### src/rtl/serial_pkg.sv
// Shared constants for the serial transmitter and its matching receiver.
package serial_pkg;

  // FSM state encoding
  localparam logic ST_IDLE  = 1'b0;
  localparam logic ST_SHIFT = 1'b1;

  // Default word length shared by the transmitter and the receiver
  localparam int unsigned DEFAULT_WIDTH = 8;

endpackage

### src/rtl/serial_tx_piso_if.sv
// Load handshake and framed serial output bundle for serial_tx_piso.
interface serial_tx_piso_if
  import serial_pkg::*;
#(
  parameter int unsigned WIDTH = DEFAULT_WIDTH
);
  logic [WIDTH-1:0] din;
  logic             load_valid;
  logic             load_ready;
  logic             sout;
  logic             sout_b;
  logic             sout_valid;
  logic             sout_last;

  // Requester side: supplies words and observes the serial line
  modport master (
    output din, load_valid,
    input  load_ready, sout, sout_b, sout_valid, sout_last
  );

  // Transmitter side
  modport slave (
    input  din, load_valid,
    output load_ready, sout, sout_b, sout_valid, sout_last
  );
endinterface

### src/rtl/bit_counter_down.sv
// Loadable down-counter that saturates at zero.
module bit_counter_down #(
  parameter int unsigned CNT_W = 3
) (
  input  logic             clk,
  input  logic             rst,
  input  logic             i_load,
  input  logic             i_en,
  input  logic [CNT_W-1:0] i_load_val,
  output logic [CNT_W-1:0] o_value,
  output logic             o_zero
);
  logic [CNT_W-1:0] r_cnt;

  // Load takes priority; decrement stops at zero so the count never wraps
  always_ff @(posedge clk or negedge rst) begin
    if (!rst) begin
      r_cnt <= '0;
    end else if (i_load) begin
      r_cnt <= i_load_val;
    end else if (i_en && (r_cnt != '0)) begin
      r_cnt <= r_cnt - CNT_W'(1);
    end
  end

  assign o_value = r_cnt;
  assign o_zero  = (r_cnt == '0);
endmodule

### src/rtl/serial_tx_piso.sv
// Parallel-in serial-out transmitter with valid/ready load and framed output.
// Bits launch on the rising edge so the receiver can sample on the falling edge.
module serial_tx_piso
  import serial_pkg::*;
#(
  parameter int unsigned WIDTH     = DEFAULT_WIDTH,
  parameter bit          MSB_FIRST = 1'b1
) (
  input logic             clk,
  input logic             rst,
  serial_tx_piso_if.slave bus
);
  localparam int unsigned     CNT_W   = $clog2(WIDTH);
  localparam logic [CNT_W-1:0] CNT_MAX = CNT_W'(WIDTH - 1);

  logic             r_state;
  logic [WIDTH-1:0] r_shift;
  logic [WIDTH-1:0] w_shift_next;
  logic [CNT_W-1:0] w_cnt;
  logic             w_cnt_zero;
  logic             w_shifting;
  logic             w_ready;
  logic             w_accept;
  logic             w_cnt_en;
  logic             w_out_bit;

  assign w_shifting = (r_state == ST_SHIFT);
  // Ready in the last-bit cycle lets the next word follow with no gap
  assign w_ready    = (r_state == ST_IDLE) || (w_shifting && w_cnt_zero);
  assign w_accept   = bus.load_valid && w_ready;
  assign w_cnt_en   = w_shifting && !w_accept && (w_cnt != '0);

  bit_counter_down #(
    .CNT_W(CNT_W)
  ) u_cnt (
    .clk       (clk),
    .rst       (rst),
    .i_load    (w_accept),
    .i_en      (w_cnt_en),
    .i_load_val(CNT_MAX),
    .o_value   (w_cnt),
    .o_zero    (w_cnt_zero)
  );

  // Next shift-register contents: load on accept, else zero-filled shift toward the output end
  always_comb begin
    w_shift_next = r_shift;
    if (w_accept) begin
      w_shift_next = bus.din;
    end else if (w_shifting) begin
      if (MSB_FIRST) begin
        w_shift_next = {r_shift[WIDTH-2:0], 1'b0};
      end else begin
        w_shift_next = {1'b0, r_shift[WIDTH-1:1]};
      end
    end
  end

  // Shift register
  always_ff @(posedge clk or negedge rst) begin
    if (!rst) begin
      r_shift <= '0;
    end else begin
      r_shift <= w_shift_next;
    end
  end

  // FSM: IDLE -> SHIFT on accept, SHIFT -> IDLE after the last bit with no new word
  always_ff @(posedge clk or negedge rst) begin
    if (!rst) begin
      r_state <= ST_IDLE;
    end else if (w_accept) begin
      r_state <= ST_SHIFT;
    end else if (w_shifting && w_cnt_zero) begin
      r_state <= ST_IDLE;
    end
  end

  assign w_out_bit      = MSB_FIRST ? r_shift[WIDTH-1] : r_shift[0];
  assign bus.sout       = w_shifting & w_out_bit;
  assign bus.sout_b     = ~bus.sout;
  assign bus.sout_valid = w_shifting;
  assign bus.sout_last  = w_shifting & w_cnt_zero;
  assign bus.load_ready = w_ready;
endmodule

### src/flat_wrapper.sv
// flat-port wrapper written by rule: the top's interface ports become plain ports
module serial_tx_piso_flat import serial_pkg::*;
#(
  parameter int unsigned WIDTH     = DEFAULT_WIDTH,
  parameter bit          MSB_FIRST = 1'b1
)
  (clk, rst, bus_din, bus_load_valid, bus_load_ready, bus_sout, bus_sout_b, bus_sout_valid, bus_sout_last);
  serial_tx_piso_if #(.WIDTH(WIDTH)) bus_i ();
  input logic clk;
  input logic rst;
  input wire logic [$bits(bus_i.din)-1:0] bus_din;
  input wire logic [$bits(bus_i.load_valid)-1:0] bus_load_valid;
  output wire logic [$bits(bus_i.load_ready)-1:0] bus_load_ready;
  output wire logic [$bits(bus_i.sout)-1:0] bus_sout;
  output wire logic [$bits(bus_i.sout_b)-1:0] bus_sout_b;
  output wire logic [$bits(bus_i.sout_valid)-1:0] bus_sout_valid;
  output wire logic [$bits(bus_i.sout_last)-1:0] bus_sout_last;
  assign bus_i.din = bus_din;
  assign bus_i.load_valid = bus_load_valid;
  assign bus_load_ready = bus_i.load_ready;
  assign bus_sout = bus_i.sout;
  assign bus_sout_b = bus_i.sout_b;
  assign bus_sout_valid = bus_i.sout_valid;
  assign bus_sout_last = bus_i.sout_last;
  serial_tx_piso #(.WIDTH(WIDTH), .MSB_FIRST(MSB_FIRST)) u_core (.clk(clk), .rst(rst), .bus(bus_i));
endmodule
### config.mk
export PLATFORM = sky130hd
export DESIGN_NAME = serial_tx_piso_flat
export DESIGN_NICKNAME = d
export VERILOG_FILES = /design/src/rtl/serial_pkg.sv /design/src/rtl/serial_tx_piso_if.sv /design/src/rtl/bit_counter_down.sv /design/src/rtl/serial_tx_piso.sv /design/src/flat_wrapper.sv
export SDC_FILE = /design/constraint.sdc
export NUM_CORES = 1
export LEC_CHECK = 0
export BUFFER_PORTS_ARGS = -buffer_cell sky130_fd_sc_hd__buf_2
export CORE_AREA = 5 5 42 44
export CTS_CLUSTER_SIZE = 14
export DETAILED_ROUTE_END_ITERATION = 8
export DIE_AREA = 0 0 47 49
export PLACE_DENSITY = 0.72
export SLEW_MARGIN = 20
export SYNTH_ARGS = -nofsm -noshare
export SYNTH_HDL_FRONTEND = slang
export SYNTH_SLANG_ARGS = --single-unit
### constraint.sdc
create_clock -name clk -period 3.4 [get_ports clk]
set_input_delay 0.51 -clock clk [delete_from_list [all_inputs] [get_ports clk]]
set_output_delay 0.51 -clock clk [all_outputs]
set_load 0.03 [all_outputs]
; Word-level counts from Yosys, hierarchy flattened
; Cells that the tools add are included.
[classes]
n_addsub = 1
bitwise_logic = 4
reduce_logical = 12
muxes = 6
[ops]
columns = operator, count
row1 = $mux W8, 2
row2 = $mux W3, 2
row3 = $reduce_bool A2 Y1, 3
row4 = $logic_and A1 B1 Y1, 5
row5 = $logic_not A3 Y1, 1
row6 = $reduce_bool A3 Y1, 1
row7 = $sub A3 B1 Y3 const B, 1
row8 = $and A1 B1 Y1, 2
row9 = $mux W1, 2
row10 = $not A1 Y1, 2
row11 = $logic_not A1 Y1, 1
row12 = $logic_or A1 B1 Y1, 1
[totals]
regBits = 12
wordCells = 26
in_bits = 11

; Depth between registers and ports, before layout
; Gate-level depths: netlist (run 1).
[logic_depth]
ltp_word = 10
mapped_depth = 8
mapped_depth_nobuf = 6

; Modules after synthesis
; From an unflattened synthesis (run 1), not the netlist that was laid out.
[hier_totals]
cells_unflattened = 73
area_unflattened_um2 = 734.5
[modules_own_cells]
columns = module, area_per_inst_um2, cells_per_inst, instances, seq_area_each_um2
row1 = serial_tx_piso, 544.3, 54, 1, 225.2
row2 = bit_counter_down, 190.2, 19, 1, 75.1

; Worst setup path after synthesis (run 1)
; OpenSTA, ideal clock, no wires.
[synth_path]
path_type = register to output
startpoint = register u_core.r_state, in the netlist u_core.bus.sout_valid
endpoint = output bus_sout
path_buffers = 1
path_slack_ps = 1537
arrival_ps = 1353
path_stages_with_launch = 4
cell_sequence = dfrtp_1 -> buf_2 -> nand2_1 -> inv_1
[synth_between]
elab_chain_cells = 1
[synth_rtl]
columns = element, line
row1 = start: declaration, serial_tx_piso.sv:16  ; logic r_state;
row2 = start signal: assignment, serial_tx_piso.sv:71  ; r_state <= ST_IDLE;
row3 = start signal: assignment, serial_tx_piso.sv:73  ; r_state <= ST_SHIFT;
row4 = start signal: assignment, serial_tx_piso.sv:75  ; r_state <= ST_IDLE;
row5 = $and A1 B1 Y1, serial_tx_piso.sv:80  ; assign bus.sout = w_shifting & w_out_bit;
row6 = end: declaration, flat_wrapper.sv:14  ; output wire logic [$bits(bus_i.sout)-1:0] bus_sout;
; No other way between the ends.

; Worst setup path after layout (run 1)
[layout_path]
startpoint = register u_core.u_cnt.r_cnt[0], in the netlist u_core.u_cnt.o_value[0]
endpoint = output bus_load_ready
[layout_between]
elab_chain_cells = 3
[layout_rtl]
columns = element, line
row1 = start: declaration, bit_counter_down.sv:13  ; logic [CNT_W-1:0] r_cnt;
row2 = start signal: assignment, bit_counter_down.sv:20  ; r_cnt <= i_load_val;
row3 = start signal: assignment, bit_counter_down.sv:22  ; r_cnt <= r_cnt - CNT_W'(1);
row4 = $logic_not A3 Y1, bit_counter_down.sv:27  ; assign o_zero = (r_cnt == '0);
row5 = $logic_and A1 B1 Y1, serial_tx_piso.sv:29  ; assign w_ready = (r_state == ST_IDLE) || (w_shifting && w_cnt_zero);
row6 = $logic_or A1 B1 Y1, serial_tx_piso.sv:29
row7 = end: declaration, flat_wrapper.sv:13  ; output wire logic [$bits(bus_i.load_ready)-1:0] bus_load_ready;
; No other way between the ends.

==> summary.md, run 1 <==
| Metric | Value |
|---|---|
| Met2 routed WL | around 480 microns |
| Hpwl dp | 790 microns |
| Clk buf depth | 2 |
| Kind of start point of the critical path | register |
| Syn. warnings | 0 |
| Post-route DRC violation count | 0 |
| N_diodes | 0 |
| CTS Buf Count | 3 |
| Hold Slack | 0.103 ns |
| Crit path time final | 2.27 ns |
| Detailed Route WL | approximately 1100 microns |
| Total Routing Usage GR | 0.115 |
| HP Class | primary input to asynchronous set/reset pin |
| Routed wl met3 | 64 microns |
| Ports | 16 |
| Initial Utilization | 0.448 |
| Clock skew | 0.00594 ns |
| Hold-fix buffers, CTS | 0 |
| Synthesized cell area | approximately 630 sq um |
| Initial antenna violation count | 0 |
| TritonRoute pass-1 iters | 4 |
| Port Buffers | 15 |
| Clk_lat worst skew | 0.28 ns |
| Met1 wire length | approximately 550 microns |
| Worst Path Required | 2.89 ns |
| GPL Wtd Cong | 0.615 |
| Power Dens Cells | 864 nW/um^2 |
| Hold Fails Final Rpt | 0 |
| Die ar. | roughly 2300 sq um |
| Nets | 85 |
| # setup viols final | 0 |
| Setup crit start | u_core.u_cnt.o_value[0] |
| First-pass GRT wire length | 1950 microns |
| Synth Register Bits | 12 |
| Worst relative slew slack | 0.623 |
| Vias in the first global route | 467 |
| Routed vias/inst | 5.55 |
| Share of layout cells above drive strength 1 | 0.329 |
| Mean post-synth cell area | 11.2 sq um |
| Tcrit/Tclk final | 0.668 |
| Final Max Slew Viols | 0 |
| Total gr overflow | 0 |
| TritonCTS clock tree | built |
| Critical Path Sink Type | output port |
| TNS Setup | 0 ns |
| Cell Rows | 14 |
| Worst setup path class | register to output port |
| Core area | 1400 sq um |
| H-Tree Depth | 1 |
| Uppermost layer routed | met4 |
| Die W | 47 microns |
| Largest net degree at the start of global routing | 20 |
| 1st-iter DRT viols | 11 |
| Area added between synthesis and finish | 14.7% |
| Fill cells | between 100 and 150 |
| Worst vdd ir | between 500 and 600 uV |
| Post-CTS Setup Inserts | 0 |
| Slew @ Worst Pin | between 0.5 and 0.6 ns |
| Worst-path maximum fanout | 16 |
| Lkg Pwr | about 0.37 nW |
| ANT nets after route | 0 |
| Seq/Total Area, Yosys | 0.478 |
| Netlist cell types | 19 |
| CTS sink cnt | 12 |
| Clk root buf | clkbuf_4 |
| Critical path arrival | roughly 1.8 ns |
| Status | finished, final reports clean |
| Vias | 477 |
| Net Count, Synth | 69 |
| Max-cap violations | 0 |
| Max Freq | 0.440 GHz |
| Unrepaired setup endpoints after global routing | no |
| Post-cts sizing count | 0 |
| Worst reg2reg path startpoint | u_core.u_cnt.o_value[0] |
| Post-DR wirelength/cell | about 13 microns |
| Die Height | 49 microns |
| CTS clock-pin slew for the worst setup and hold paths | 0.08 ns |
| Syn Inst Count | 56 |
layout by cell type, fill, tap and decap left out:
master	Yosys	routed
buf_2	2	15
o21ai_1	3	3
and2_1	1	1
nand2_1	1	1
nand3_1	1	1
and2b_1	2	2
nand2_2	1	1
mux2_2	1	1
o21ai_0	2	2
inv_1	4	4
a211o_1	7	7
clkbuf_4	0	3
nand2b_1	3	3
nor2b_1	5	5
o221a_1	4	4
o221a_2	3	3
ha_1	2	2
dfrtp_1	12	12
power by group:
group | switching, mW | total (mW) | internal, mW
clock network | 0.0481 | 0.0892 | 0.0411
logic | 0.159 | 0.288 | 0.129
registers | 0.0455 | 0.245 | 0.200
total | 0.253 | 0.623 | 0.370
synth_stat cells:
master / number / share of area
nand2_1: 1 / 0.0060
o221a_2: 3 / 0.054
o21ai_1: 3 / 0.024
dfrtp_1: 12 / 0.48
ha_1: 2 / 0.040
buf_2: 2 / 0.016
and2_1: 1 / 0.010
nand2b_1: 3 / 0.030
nand3_1: 1 / 0.0080
nor2b_1: 5 / 0.050
a211o_1: 7 / 0.098
clkbuf_1: 1 / 0.0060
nand2_2: 1 / 0.010
o221a_1: 4 / 0.072
buf_6: 1 / 0.018
and2b_1: 2 / 0.024
mux2_2: 1 / 0.018
o21ai_0: 2 / 0.016
inv_1: 4 / 0.024
stage by stage:
stage / worst slack, ns / power [mW] / cells / instance area [sq um] / utilization
after floorplan: 1.54 / 0.490 / 56 / 628 / -
after global placement: 1.43 / 0.532 / 83 / 698 / 0.498
after detailed placement: 1.42 / 0.538 / 83 / 698 / 0.498
after CTS: 1.12 / 0.628 / 86 / 721 / 0.514
after global routing: 0.981 / 0.674 / 86 / 721 / 0.514
final: 1.13 / 0.623 / 86 / 721 / 0.514
logic make-up after synthesis:
family	synth area share
AND/OR/NAND/NOR	0.137
flip-flops	0.478
AO/OA/AOI/OAI	0.263
adder cells (fa/ha/maj)	0.0398
buffers and inverters	0.0637
multiplexers	0.0179
worst max-delay path, stage by stage (launching register included):
cell,delay [ns]
dfrtp_1,0.36
inv_1,0.07
ha_1,0.14
ha_1,0.14
nand2b_1,0.46
buf_2,0.30
flip-flops by register name (all words and copies together), names as in the netlist:
| signal | count |
|---|---|
| u_core.r_shift | 8 |
| u_core.u_cnt.o_value | 3 |
| u_core.bus.sout_valid | 1 |
per-layer routing:
layer,GRT usage,vias up
met5,0,-
met4,0.0691,0
met3,0.0258,5
met2,0.154,12
met1,0.162,226
li1,-,234
area by class of cell:
class	count	area, sq um	share of cell area
sequential	12	300	0.417
multi-input combinational	36	288	0.399
timing repair buffer	15	75.1	0.104
clock buffer	3	22.5	0.0313
tap	16	20.0	0.0278
inverter	4	15.0	0.0208
worst paths after layout:
| kind | to | slack (ns) | cells past startpoint |
|---|---|---|---|
| max in group asynchronous | u_core.bus.sout_valid | 3.07 | 1 |
| setup / recovery | bus_load_ready | 1.13 | 5 |
| hold / removal | u_core.r_shift[1] | 0.10 | 1 |
| min in group clk | u_core.r_shift[0] | 0.49 | 3 |
| hold reg to reg | u_core.u_cnt.o_value[2] | 0.53 | 2 |
| setup reg to reg | u_core.r_shift[2] | 1.61 | 6 |
Note: power is estimated with default switching activity, not from simulation.
==> run 2: changes to the inputs <==
--- a/config.mk
+++ b/config.mk
@@ -5,12 +5,13 @@
 export SDC_FILE = /design/constraint.sdc
 export NUM_CORES = 1
 export LEC_CHECK = 0
+export ABC_AREA = 1
 export BUFFER_PORTS_ARGS = -buffer_cell sky130_fd_sc_hd__buf_2
-export CORE_AREA = 5 5 42 44
+export CORE_MARGIN = 5
+export CORE_UTILIZATION = 49
 export CTS_CLUSTER_SIZE = 14
 export DETAILED_ROUTE_END_ITERATION = 8
-export DIE_AREA = 0 0 47 49
-export PLACE_DENSITY = 0.72
+export PLACE_DENSITY = 0.74
 export SLEW_MARGIN = 20
 export SYNTH_ARGS = -nofsm -noshare
 export SYNTH_HDL_FRONTEND = slang
==> constraint.sdc (replaced) <==
create_clock -name clk -period 2.17 [get_ports clk]
set_input_delay 0.3255 -clock clk [delete_from_list [all_inputs] [get_ports clk]]
set_output_delay 0.3255 -clock clk [all_outputs]
set_load 0.03 [all_outputs]
==> summary.md, run 2 <==
| Metric | Value |
|---|---|
| Status | finished, final reports clean |
| Critical path arrival | 1.54 ns |
| CTS clock-pin slew for the worst setup and hold paths | 0.08 ns |
| Share of layout cells above drive strength 1 | 0.223 |
| Critical Path Sink Type | output port |
| Post-synth top cells | nand2_1, nand3_1, inv_1, dfrtp_1, nor2_1 |
| Most common cell in the netlist | nand2_1 |
| Worst vdd ir | 669 uV |
| ANT nets after route | 0 |
| TritonCTS clock tree | built |
| Netlist cell types | 13 |
| Slowest stage cell on the critical path | dfrtp_1 |
| Largest family of logic cells by synthesized area | simple AND/OR/NAND/NOR gates |
| Hold Slack | between 0.2 and 0.3 ns |
| Final cell count without fillers | 118 |
| Sw Ratio | 0.420 |
| Worst relative slew slack | 0.671 |
| First-pass GRT wire length | 1980 microns |
| Tcrit/Tclk final | 0.861 |
| Initial antenna violation count | 0 |
| Comb power frac | 0.441 |
| Ports | 16 |
| Bufs and invs on worst path | 3 |
| Cell family with most CP delay | buffers and inverters |
| Post-DR wirelength/cell | 10.5 microns |
| Synth Register Bits | 12 |
| Synth area leader | dfrtp_1 |
| Clk pwr share | 0.191 |
| Die Height | approximately 46 microns |
| EDFF count, synth | 0 |
| H-Tree Depth | 1 |
| Critical Path, Cell by Cell | inv_1, ha_1, ha_1, inv_1, nand2_2, buf_2 |
| Commonest cells after routing, fill and taps aside | nand2_1, nand3_1, inv_1, buf_2, dfrtp_1 |
| Crit path time final | 1.87 ns |
| HP Class | primary input to register |
| Number of flip-flops in the largest register | 8 |
| Post-Synth Adder-Cell Area | 0.0390 |
| Hold Fails Final Rpt | 0 |
| Internal Power | 0.548 mW |
| Biggest register | u_core.r_shift |
| Post-CTS Setup Inserts | 0 |
| CTS Buf Count | 3 |
| Largest cells by area after synthesis | dfrtp_1, nand2_1, nand3_1, inv_1, ha_1 |
| # setup viols final | 0 |
| Area added between synthesis and finish | 17.5% |
| Post-route DRC violation count | 0 |
| Total Routing Usage GR | 0.136 |
| N_diodes | 0 |
| Synth top area share | 0.468 |
| 1st-iter DRT viols | 10 |
| TNS Setup | 0 ns |
| Core area | 1270 sq um |
| Top FF cell, synth | dfrtp_1 |
| Mean post-synth cell area | between 7 and 8 sq um |
| Total power draw | 0.945 mW |
| Initial Utilization | 0.506 |
| Register share of total power | 0.368 |
| Worst r2r path cells | 8 |
| TritonRoute pass-1 iters | 4 |
| Total gr overflow | 0 |
| Clk buf depth | 2 |
| Syn Inst Count | 86 |
| Hpwl dp | 873 microns |
| Worst-path maximum fanout | 14 |
| Commonest non-fill, non-tap cell in the layout | nand2_1 |
| Worst hold stages | 3 |
| Vias | approximately 570 |
| Unrepaired setup endpoints after global routing | no |
| Crit path depth | 6 |
| GPL Wtd Cong | approximately 0.77 |
| Clk root buf | clkbuf_4 |
| Post-cts sizing count | 0 |
| Die ar. | 2130 sq um |
| Cell Rows | 13 |
| Kind of start point of the critical path | register |
| Net Count, Synth | 99 |
| Largest stage delay, worst path | about 0.36 ns |
| Clock skew | between 0.008 and 0.009 ns |
| Synth Area in Compound Gates | 0.00780 |
| Post-synthesis simple-gate area fraction | 0.343 |
| Post-Synth XOR/XNOR Area | 0 |
| Die W | 46.2 microns |
| Synthesized cell area | about 640 sq um |
| Seq/Total Area, Yosys | 0.468 |
| Clk_lat worst skew | approximately 0.28 ns |
| Slew @ Worst Pin | between 0.4 and 0.5 ns |
| Lkg Pwr | 0.436 nW |
| Syn. warnings | 0 |
| Vias in the first global route | 459 |
| Routed vias/inst | 4.80 |
| Detailed Route WL | 1240 microns |
| Max-cap violations | 0 |
| Asr flop ratio synth | 1.00 |
| Power Dens Cells | roughly 1300 nW/um^2 |
| CTS sink cnt | 12 |
| Largest net degree at the start of global routing | 15 |
| Worst setup path class | register to output port |
| Multiplexer area fraction after synthesis | 0 |
| DP Cell Count | between 100 and 150 |
| Switching power | 0.397 mW |
| Max Freq | about 0.54 GHz |
| Final Max Slew Viols | 0 |
| Nets | between 100 and 150 |
| Worst Path Required | around 1.8 ns |
| Port Buffers | 15 |
==> run 2: timing repair <==
| item | 4_1_cts | 5_1_grt |
|---|---|---|
| setup endpoints to repair | 0 | 0 |
| hold endpoints to repair | 12 | 0 |
| hold buffers | 1 | 0 |
==> run 2: final cells by class <==
class,instances,area [sq um]
flip-flops and latches,12,300
inverters,17,63.8
fillers,130,514
clock buffers,4,36.3
multi-input cells,54,250
repair buffers,16,85.1
well taps,15,18.8
==> run 2: worst paths after layout <==
kind | startpoint | to | slack [ns]
worst max register to register | u_core.u_cnt.o_value[0] | u_core.r_shift[6] | 0.71
worst min register to register | u_core.r_shift[0] | u_core.r_shift[0] | 0.49
min in group asynchronous | rst | u_core.r_shift[0] | 0.45
max in group asynchronous | rst | u_core.u_cnt.o_value[2] | 1.50
worst max-delay path | u_core.u_cnt.o_value[0] | bus_load_ready | 0.30
worst min-delay path | bus_din[0] | u_core.r_shift[0] | 0.27
==> run 2: power groups by stage <==
stage               logic, mW  clock network, mW  registers (mW)
finish                  0.417              0.180           0.348
global route            0.475              0.198           0.361
CTS                     0.422              0.188           0.350
detailed placement      0.417                  0           0.354
global placement        0.407                  0           0.349
floorplan               0.342                  0           0.354
==> run 2: layer usage <==
metal | global-route usage | routed length (microns) | part of all wire | vias to the layer above
li1 | - | - | - | 295
met1 | 0.173 | 584 | 0.47 | 249
met2 | 0.201 | 538 | 0.43 | 18
met3 | 0.0234 | 92 | 0.074 | 4
met4 | 0.102 | 29 | 0.023 | 0
met5 | 0 | 0 | 0 | -
==> run 2: tightest hold or removal path, stage by stage <==
cell and delay [ns]:
buf_2 0.08, nand3_1 0.06, nand2_1 0.05
==> run 2: metrics by stage <==
| stage | area [sq um] | setup WS (ns) | util |
|---|---|---|---|
| 6_report | 754 | 0.302 | 0.595 |
| 5_1_grt | 754 | 0.225 | 0.595 |
| 4_1_cts | 754 | 0.298 | 0.595 |
| 3_5_place_dp | 708 | 0.615 | 0.558 |
| 3_3_place_gp | 708 | 0.644 | 0.558 |
| 2_1_floorplan | 642 | 0.666 | - |
==> run 2: cells by family after synthesis <==
logic type,after synthesis
DFF,12
and+or+nand+nor,51
adders and majority gates,2
AOI/OAI and AO/OA,1
buffers and inverters,20
